==> src/rtl/muldiv_ctrl.sv <==
// HI/LO multiply/divide sequencer for the EX stage: counted multiply, 1-bit/cycle
// restoring divider, MTHI/MTLO writes, and the pipeline stall that covers them.
module muldiv_ctrl #(
    parameter int          DATA_W     = 32,
    parameter int          MUL_CYCLES = 2,
    parameter logic [4:0]  OP_MULT    = 5'd16,
    parameter logic [4:0]  OP_MULTU   = 5'd17,
    parameter logic [4:0]  OP_DIV     = 5'd18,
    parameter logic [4:0]  OP_DIVU    = 5'd19,
    parameter logic [4:0]  OP_MTHI    = 5'd20,
    parameter logic [4:0]  OP_MTLO    = 5'd21
) (
    input  logic              clk,
    input  logic              resetn,
    input  logic              start,
    input  logic [4:0]        alucontrol,
    input  logic [DATA_W-1:0] a,
    input  logic [DATA_W-1:0] b,
    input  logic              flush,
    output logic              stall_o,
    output logic              busy_o,
    output logic [DATA_W-1:0] hi_o,
    output logic [DATA_W-1:0] lo_o
);

    // state | meaning
    // IDLE  | waiting for a muldiv op; MTHI/MTLO write here
    // MUL   | counting down the multiply latency
    // DIV   | one restoring-division step per cycle
    // DONE  | result written, stall released so the op leaves EX
    typedef enum logic [1:0] {IDLE, MUL, DIV, DONE} state_t;

    localparam int CNT_W = $clog2((DATA_W > MUL_CYCLES) ? DATA_W : MUL_CYCLES);

    state_t              state;
    logic [CNT_W-1:0]    cnt;
    logic [DATA_W-1:0]   op_a;
    logic [DATA_W-1:0]   op_b;
    logic [DATA_W-1:0]   rem;
    logic [DATA_W-1:0]   raw_a;
    logic                mul_signed;
    logic                q_neg;
    logic                r_neg;
    logic                div_zero;

    logic                is_mul;
    logic                is_div;
    logic                div_signed;
    logic [DATA_W-1:0]   a_abs;
    logic [DATA_W-1:0]   b_abs;
    logic [2*DATA_W-1:0] ext_a;
    logic [2*DATA_W-1:0] ext_b;
    logic [2*DATA_W-1:0] prod;
    logic [DATA_W:0]     shifted;
    logic [DATA_W:0]     diff;
    logic                no_borrow;
    logic [DATA_W-1:0]   next_rem;
    logic [DATA_W-1:0]   next_quo;
    logic [DATA_W-1:0]   q_fix;
    logic [DATA_W-1:0]   r_fix;

    assign is_mul     = (alucontrol == OP_MULT) || (alucontrol == OP_MULTU);
    assign is_div     = (alucontrol == OP_DIV)  || (alucontrol == OP_DIVU);
    assign div_signed = (alucontrol == OP_DIV);

    // Magnitudes; -0x80000000 wraps to itself, which is the right unsigned magnitude.
    assign a_abs = (div_signed && a[DATA_W-1]) ? (~a + 1'b1) : a;
    assign b_abs = (div_signed && b[DATA_W-1]) ? (~b + 1'b1) : b;

    assign ext_a = mul_signed ? {{DATA_W{op_a[DATA_W-1]}}, op_a} : {{DATA_W{1'b0}}, op_a};
    assign ext_b = mul_signed ? {{DATA_W{op_b[DATA_W-1]}}, op_b} : {{DATA_W{1'b0}}, op_b};
    assign prod  = ext_a * ext_b;

    // op_a doubles as the dividend shift register; quotient bits enter at the bottom.
    assign shifted   = {rem, op_a[DATA_W-1]};
    assign diff      = shifted - {1'b0, op_b};
    assign no_borrow = ~diff[DATA_W];
    assign next_rem  = no_borrow ? diff[DATA_W-1:0] : shifted[DATA_W-1:0];
    assign next_quo  = {op_a[DATA_W-2:0], no_borrow};
    assign q_fix     = q_neg ? (~next_quo + 1'b1) : next_quo;
    assign r_fix     = r_neg ? (~next_rem + 1'b1) : next_rem;

    assign busy_o  = (state != IDLE);
    assign stall_o = resetn & ~flush &
                     (((state == IDLE) & start & (is_mul | is_div)) |
                      (state == MUL) | (state == DIV));

    always_ff @(posedge clk or negedge resetn) begin
        if (!resetn) begin
            state      <= IDLE;
            cnt        <= '0;
            op_a       <= '0;
            op_b       <= '0;
            rem        <= '0;
            raw_a      <= '0;
            mul_signed <= 1'b0;
            q_neg      <= 1'b0;
            r_neg      <= 1'b0;
            div_zero   <= 1'b0;
            hi_o       <= '0;
            lo_o       <= '0;
        end else begin
            case (state)
                IDLE: begin
                    if (start && !flush) begin
                        if (is_mul) begin
                            op_a       <= a;
                            op_b       <= b;
                            mul_signed <= (alucontrol == OP_MULT);
                            cnt        <= CNT_W'(MUL_CYCLES - 1);
                            state      <= MUL;
                        end else if (is_div) begin
                            op_a     <= a_abs;
                            op_b     <= b_abs;
                            q_neg    <= div_signed & (a[DATA_W-1] ^ b[DATA_W-1]);
                            r_neg    <= div_signed & a[DATA_W-1];
                            div_zero <= (b == '0);
                            raw_a    <= a;
                            rem      <= '0;
                            cnt      <= CNT_W'(DATA_W - 1);
                            state    <= DIV;
                        end else if (alucontrol == OP_MTHI) begin
                            hi_o <= a;
                        end else if (alucontrol == OP_MTLO) begin
                            lo_o <= a;
                        end
                    end
                end
                MUL: begin
                    if (flush) begin
                        state <= IDLE;
                    end else if (cnt == '0) begin
                        hi_o  <= prod[2*DATA_W-1:DATA_W];
                        lo_o  <= prod[DATA_W-1:0];
                        state <= DONE;
                    end else begin
                        cnt <= cnt - 1'b1;
                    end
                end
                DIV: begin
                    if (flush) begin
                        state <= IDLE;
                    end else begin
                        op_a <= next_quo;
                        rem  <= next_rem;
                        if (cnt == '0) begin
                            // Divide by zero bypasses the sign fix and reports the raw dividend.
                            if (div_zero) begin
                                lo_o <= '1;
                                hi_o <= raw_a;
                            end else begin
                                lo_o <= q_fix;
                                hi_o <= r_fix;
                            end
                            state <= DONE;
                        end else begin
                            cnt <= cnt - 1'b1;
                        end
                    end
                end
                DONE: state <= IDLE;
                default: state <= IDLE;
            endcase
        end
    end

endmodule

==> config.mk <==
export PLATFORM = sky130hd
export DESIGN_NAME = muldiv_ctrl
export DESIGN_NICKNAME = d
export VERILOG_FILES = /design/src/rtl/muldiv_ctrl.sv
export SDC_FILE = /design/constraint.sdc
export NUM_CORES = 2
export LEC_CHECK = 0
export BUFFER_PORTS_ARGS = -buffer_cell sky130_fd_sc_hd__buf_4
export CAP_MARGIN = 20
export CORE_AREA = 2 2 318 446
export CTS_CLUSTER_SIZE = 8
export DETAILED_ROUTE_END_ITERATION = 16
export DIE_AREA = 0 0 320 448
export PLACE_DENSITY = 0.63
export SETUP_SLACK_MARGIN = 0.15
export SLEW_MARGIN = 20
export SYNTH_ARGS = -nofsm -noshare
export SYNTH_HDL_FRONTEND = slang
export SYNTH_SLANG_ARGS = --single-unit
==> constraint.sdc <==
create_clock -name clk -period 11.6 [get_ports clk]
set_clock_uncertainty 0.2 [all_clocks]
set_input_delay 1.16 -clock clk [delete_from_list [all_inputs] [get_ports clk]]
set_output_delay 1.16 -clock clk [all_outputs]
set_load 0.01 [all_outputs]
## Word level (Yosys, flattened, before mapping)

Index checks and enable logic that the tools add are counted.

- Multiply operators: 1
- Add/subtract/negate cells: 6
- Multiplexer cells: 52
- Equal/unequal tests: 24
- Bitwise gates (word level): 17
- Reductions and logical operators: 24

Operator list:

| operator | number |
|---|---|
| 32-bit two-way mux | 34 |
| 32-bit case mux with 3 select lines | 2 |
| 32-bit by 1-bit adder with 32-bit output (second input constant) | 4 |
| 64-bit two-way mux | 2 |
| 32-bit inverter | 4 |
| 32-bit case mux with 2 select lines | 2 |
| 64-bit by 64-bit multiplier with 64-bit output | 1 |
| 33-bit by 32-bit subtractor with 33-bit output | 1 |
| 32-bit zero test | 1 |
| 5-bit == test (second input constant) | 6 |
| 5-bit two-way mux | 5 |
| 2-bit inequality test (second input constant) | 8 |
| 2-bit two-way mux | 5 |
| 2-bit by 1-bit inequality test with 1-bit output (second input constant) | 5 |
| 5-bit case mux with 2 select lines | 1 |
| 10-bit AND reduction | 1 |
| 5-bit AND reduction | 2 |
| 3-bit AND reduction | 3 |
| 9-bit AND reduction | 1 |
| 4-bit AND reduction | 2 |
| 2-bit nonzero test | 4 |
| 1-bit AND | 6 |
| 2-bit case mux with 3 select lines | 1 |
| 5-bit zero test | 1 |
| other kinds (14) | 22 |

- Word-level logic and storage cells: 136
- Output and inout port bits: 66
- Flip-flop bits (word level): 203
- Bits of input ports: 73

## Longest topological paths before layout

- Depth after elaboration: 9
- Depth in mapped cells: 38
- Mapped depth without buffers: 35

## Least setup slack after synthesis

OpenSTA, ideal clock, no wires.

- Kind: register -> register
- Start: reg mul_signed
- End: reg hi_o[27]
- Slack: 1.970 ns
- Library setup time: 0.135 ns
- Clock period less this slack: 9.630 ns
- Stages on the path, launching flop included: 31
- Data arrival time: 9.295 ns
- Data required time: 11.265 ns
- Buffers on the path: 4
- Cells stage by stage: dfrtp_1 clkbuf_1 and2_1 clkbuf_1 clkbuf_1 nand2_1 fa_1 inv_1 fa_1 fa_1 inv_1 fa_1 inv_1 fa_1 fa_1 fa_1 fa_1 fa_1 inv_1 fa_1 inv_1 ha_1 clkbuf_1 a21oi_1 o21ai_0 o21bai_1 a221oi_1 o21ai_0 a221o_1 a221oi_2 o31ai_1

- Word-level cells in the longest chain between the ends: 5
- Elaborated cells on any way between the ends: 6
- Classes of those cells: mul: 1; mux: 5

RTL lines:

| element | line | source |
|---|---|---|
| from (decl) | 41 | `logic mul_signed;` |
| from (signal assigned) | 109 | `mul_signed <= (alucontrol == OP_MULT);` |
| 64-bit two-way mux, on equally long branches | 70, 71 |  |
| 64-bit by 64-bit multiplier with 64-bit output * | 72 | `assign prod = ext_a * ext_b;` |
| 32-bit two-way mux * | 132 | `end else if (cnt == '0) begin` |
| 32-bit two-way mux * | 130 | `if (flush) begin` |
| 32-bit case mux with 3 select lines * | 103 | `case (state)` |
| to (signal assigned) | 133 | `hi_o <= prod[2*DATA_W-1:DATA_W];` |
| to (signal assigned) | 150 | `hi_o <= raw_a;` |
| to (signal assigned) | 153 | `hi_o <= r_fix;` |
| to (decl) | 22 | `output logic [DATA_W-1:0] hi_o,` |

Mark *: on every way between the ends. The rest lies on a longest branch, timed or not. The select of a mux whose other input is x is not followed.
A chain may end at the register's enable or synchronous reset.

## Final worst setup path

- Start: reg op_b[5]
- End: reg hi_o[31]

- Word-level cells in the longest chain between the ends: 9
- Elaborated cells on any way between the ends: 13
- Classes of those cells: add/sub: 2; mul: 1; mux: 9; bitwise: 1

RTL lines:

| element | line | source |
|---|---|---|
| from (decl) | 38 | `logic [DATA_W-1:0] op_b;` |
| from (signal assigned) | 114 | `op_b <= b_abs;` |
| parallel branches: the longest is 8 deep, another holds 64-bit by 64-bit multiplier with 64-bit output | - |  |
| 32-bit case mux with 3 select lines * | 103 |  |

Every way passes the cells marked *. The select of a mux whose other input is x is not followed.

==> results by group <==
Route
  • Antenna-violating nets left: 0
  • 1st-iter DRT viols: 3622
  • DR vias/cell: 5.54
  • WL final: approximately 210000 um
  • TritonRoute pass-1 iters: 6
  • DRC viols: 0
  • Drt wl/cell: 24.6 um
  • Vias: around 48000

Finish
  • Finished Layout Cells: 8678
  • Final Util: about 48%
  • Layout cells sized above 1: 5.79%
  • Area occupied by multi-input gates: roughly 50000 um^2
  • Nets: about 8700
  • FF+latch area: between 5000 and 6000 um^2
  • Area Growth Syn to Fin: 6.11%
  • # fillers: 13500

Logic synthesis
  • Syn Nets: about 8800
  • Yosys cell types: 85
  • Post-synth EDFFs: 0
  • Synth top area share: 45.6%
  • #FFs+latches synth: 203
  • Avg Cell Area, Syn: 8.98 um^2
  • Commonest cells post-synth: 1588 x inv_1, 1420 x fa_1, 821 x nand2_1
  • Mapped Cells: 6942
  • Top-count cell post-synth: inv_1
  • Fraction of registers with async set/reset: 100%
  • Seq/Total Area, Yosys: 8.15%
  • Leading area contributor after synthesis: fa_1
  • Synth Flop Type: dfrtp_1
  • Synth top area cells: fa_1 46%, inv_1 9.6%, dfrtp_1 8.1%
  • Mapped Area: 62300 um^2
  • Synth warn: 0

Global route
  • Vias in the first global route: 52500
  • Met3 Use GR: 3.89%
  • First-pass GRT wire length: 326000 um
  • Gr usage total: between 30 and 40%
  • Largest net degree at the start of global routing: 95
  • Met1 global-route usage: 34.8%
  • Antenna violations before repair: 9
  • GRT met2 Usage: 52.7%
  • GRT busiest layer: met2
  • Global route overflow: 0

Placement
  • DP Wirelength: around 180000 um
  • IO Port Bufs: 138
  • Gpl congestion: 0.980
  • Post-placement cell count: 8632

Clocking
  • # Post-CTS Setup Buffers: 0
  • Worst-path clk slew: about 60 ps
  • Hold-fix buffers, CTS: 0
  • Root buffer cell: clkbuf_16
  • TritonCTS Buffers: 30
  • Later-pin clock latency in the skew report: 640 ps
  • H-tree levels: 1
  • Post-cts sizing count: 0
  • CTS tree: yes
  • CTS max path bufs: 3
  • CTS sink cnt: between 200 and 250

STA
  • Slew HR: around 22%
  • Fmax: 0.0921 GHz
  • Setup-failing EPs final: 0
  • Tcrit/Tclk final: 93.6%
  • Minimum clock period: 10860 ps
  • Worst hold margin: 283 ps
  • RSZ-0062 raised after global routing: false
  • Final TNS setup: 0 ps
  • Least-Margin Pin Slew: 1170 ps
  • Final Hold Violating Endpoints: 0
  • Slew Viols, Final: 0

Run
  • Max-Cap Viols: 0

Min path
  • Hold/Removal Path Class: reg2reg

Setup path
  • Critical Path Start Type: register
  • Worst path most repeated cell: fa_1
  • Critical Path End Type: register
  • Slowest Stage Delay on Critical Path: 1030 ps
  • CP bufs+invs: 5
  • Req. time, crit path: about 12000 ps
  • Worst Path Max Fanout: 20
  • Crit-path slowest cell: dfrtp_1
  • Crit path DAT: 11160 ps
  • CP delay by family, top: adder cells
  • WS Path Type: reg2reg

Floorplan
  • Initial Utilization: 44.8%
  • I/O pins: ~140
  • Die Ht: 448 um
  • Core Area: roughly 140000 um^2
  • Die X: between 300 and 400 um
  • # rows: ~160
  • Die ar.: 143000 um^2

Run status
  • Status: finished, final reports clean
## per-stage QoR
step                setup WS (ps)  instance area (um^2)
finish                        744                 66200
global route                  263                 66100
CTS                           657                 66100
detailed placement            654                 65200
global placement              775                 65200
floorplan                    1970                 62300
## path summary, 6_finish.rpt
| kind | startpoint | to | slack [ps] | depth (start not counted) |
|---|---|---|---|---|
| min reg2reg | lo_o[7] | lo_o[7] | 280 | 2 |
| max | op_b[5] | hi_o[31] | 740 | 27 |
| min in group asynchronous | resetn | raw_a[19] | 320 | 1 |
| min | lo_o[7] | lo_o[7] | 280 | 2 |
| max in group asynchronous | resetn | op_a[4] | 9300 | 2 |
| max reg2reg | op_b[5] | hi_o[31] | 740 | 27 |
## area by class of cell
type                            count  share of cell area, %
Antenna cell                        1                0.00378
Clock buffer                       41                   1.23
Clock inverter                      2                 0.0908
Inverter                         1592                   9.03
Multi-Input combinational cell   4771                   75.4
Sequential cell                   203                   7.71
Tap cell                         1804                   3.41
Timing Repair Buffer              264                   3.09
## tightest hold or removal path: stages, from the launching register on
cell	delay, ps
dfrtp_1	340
nand2_1	50
o31ai_1	50
## layer usage
metal	vias up	wire length, um
li1	20700	-
met1	24900	74600
met2	1822	106000
met3	657	12100
met4	4	20900
met5	-	19
## flip-flops by register name, summed over array words and instances (netlist names)
register    flops
hi_o           32
lo_o           32
op_a           32
op_b           32
raw_a          32
rem            32
cnt             5
state           2
div_zero        1
mul_signed      1
q_neg           1
r_neg           1
## logic make-up after synthesis
family / count (synthesis) / synth area share [%]
AO/OA/AOI/OAI: 828 / 8.27
adder cells (fa/ha/maj): 1772 / 52.7
flip-flops: 203 / 8.15
multiplexers: 63 / 1.08
XOR/XNOR: 252 / 3.54
buffers and inverters: 1968 / 11.9
AND/OR/NAND/NOR: 1856 / 14.4
## layout by cell type (no fill, tap or decap), types with 11 or more instances in the layout
master and instances:
a211oi_1 21, a21o_1 49, a21oi_1 214, a221oi_1 32, a31o_2 11, a31oi_1 21
and2_1 532, and3_1 34, buf_4 259, clkbuf_16 30, dfrtp_1 185, dfrtp_2 18
fa_1 1420, ha_1 348, inv_1 1588, mux2_2 34, mux2i_1 29, nand2_1 818
nand2b_1 29, nand3_1 48, nand4_1 21, nor2_1 219, nor2b_1 13, nor3_1 42
nor4_1 11, o211ai_1 11, o21a_1 15, o21ai_0 292, o21bai_1 15, o31ai_1 44
o41ai_1 18, or3_1 26, or4_1 15, xnor2_1 159, xor2_1 93
Power is not shown: default switching activity piles up to over one toggle a cycle in this logic, so the estimate is an artifact.
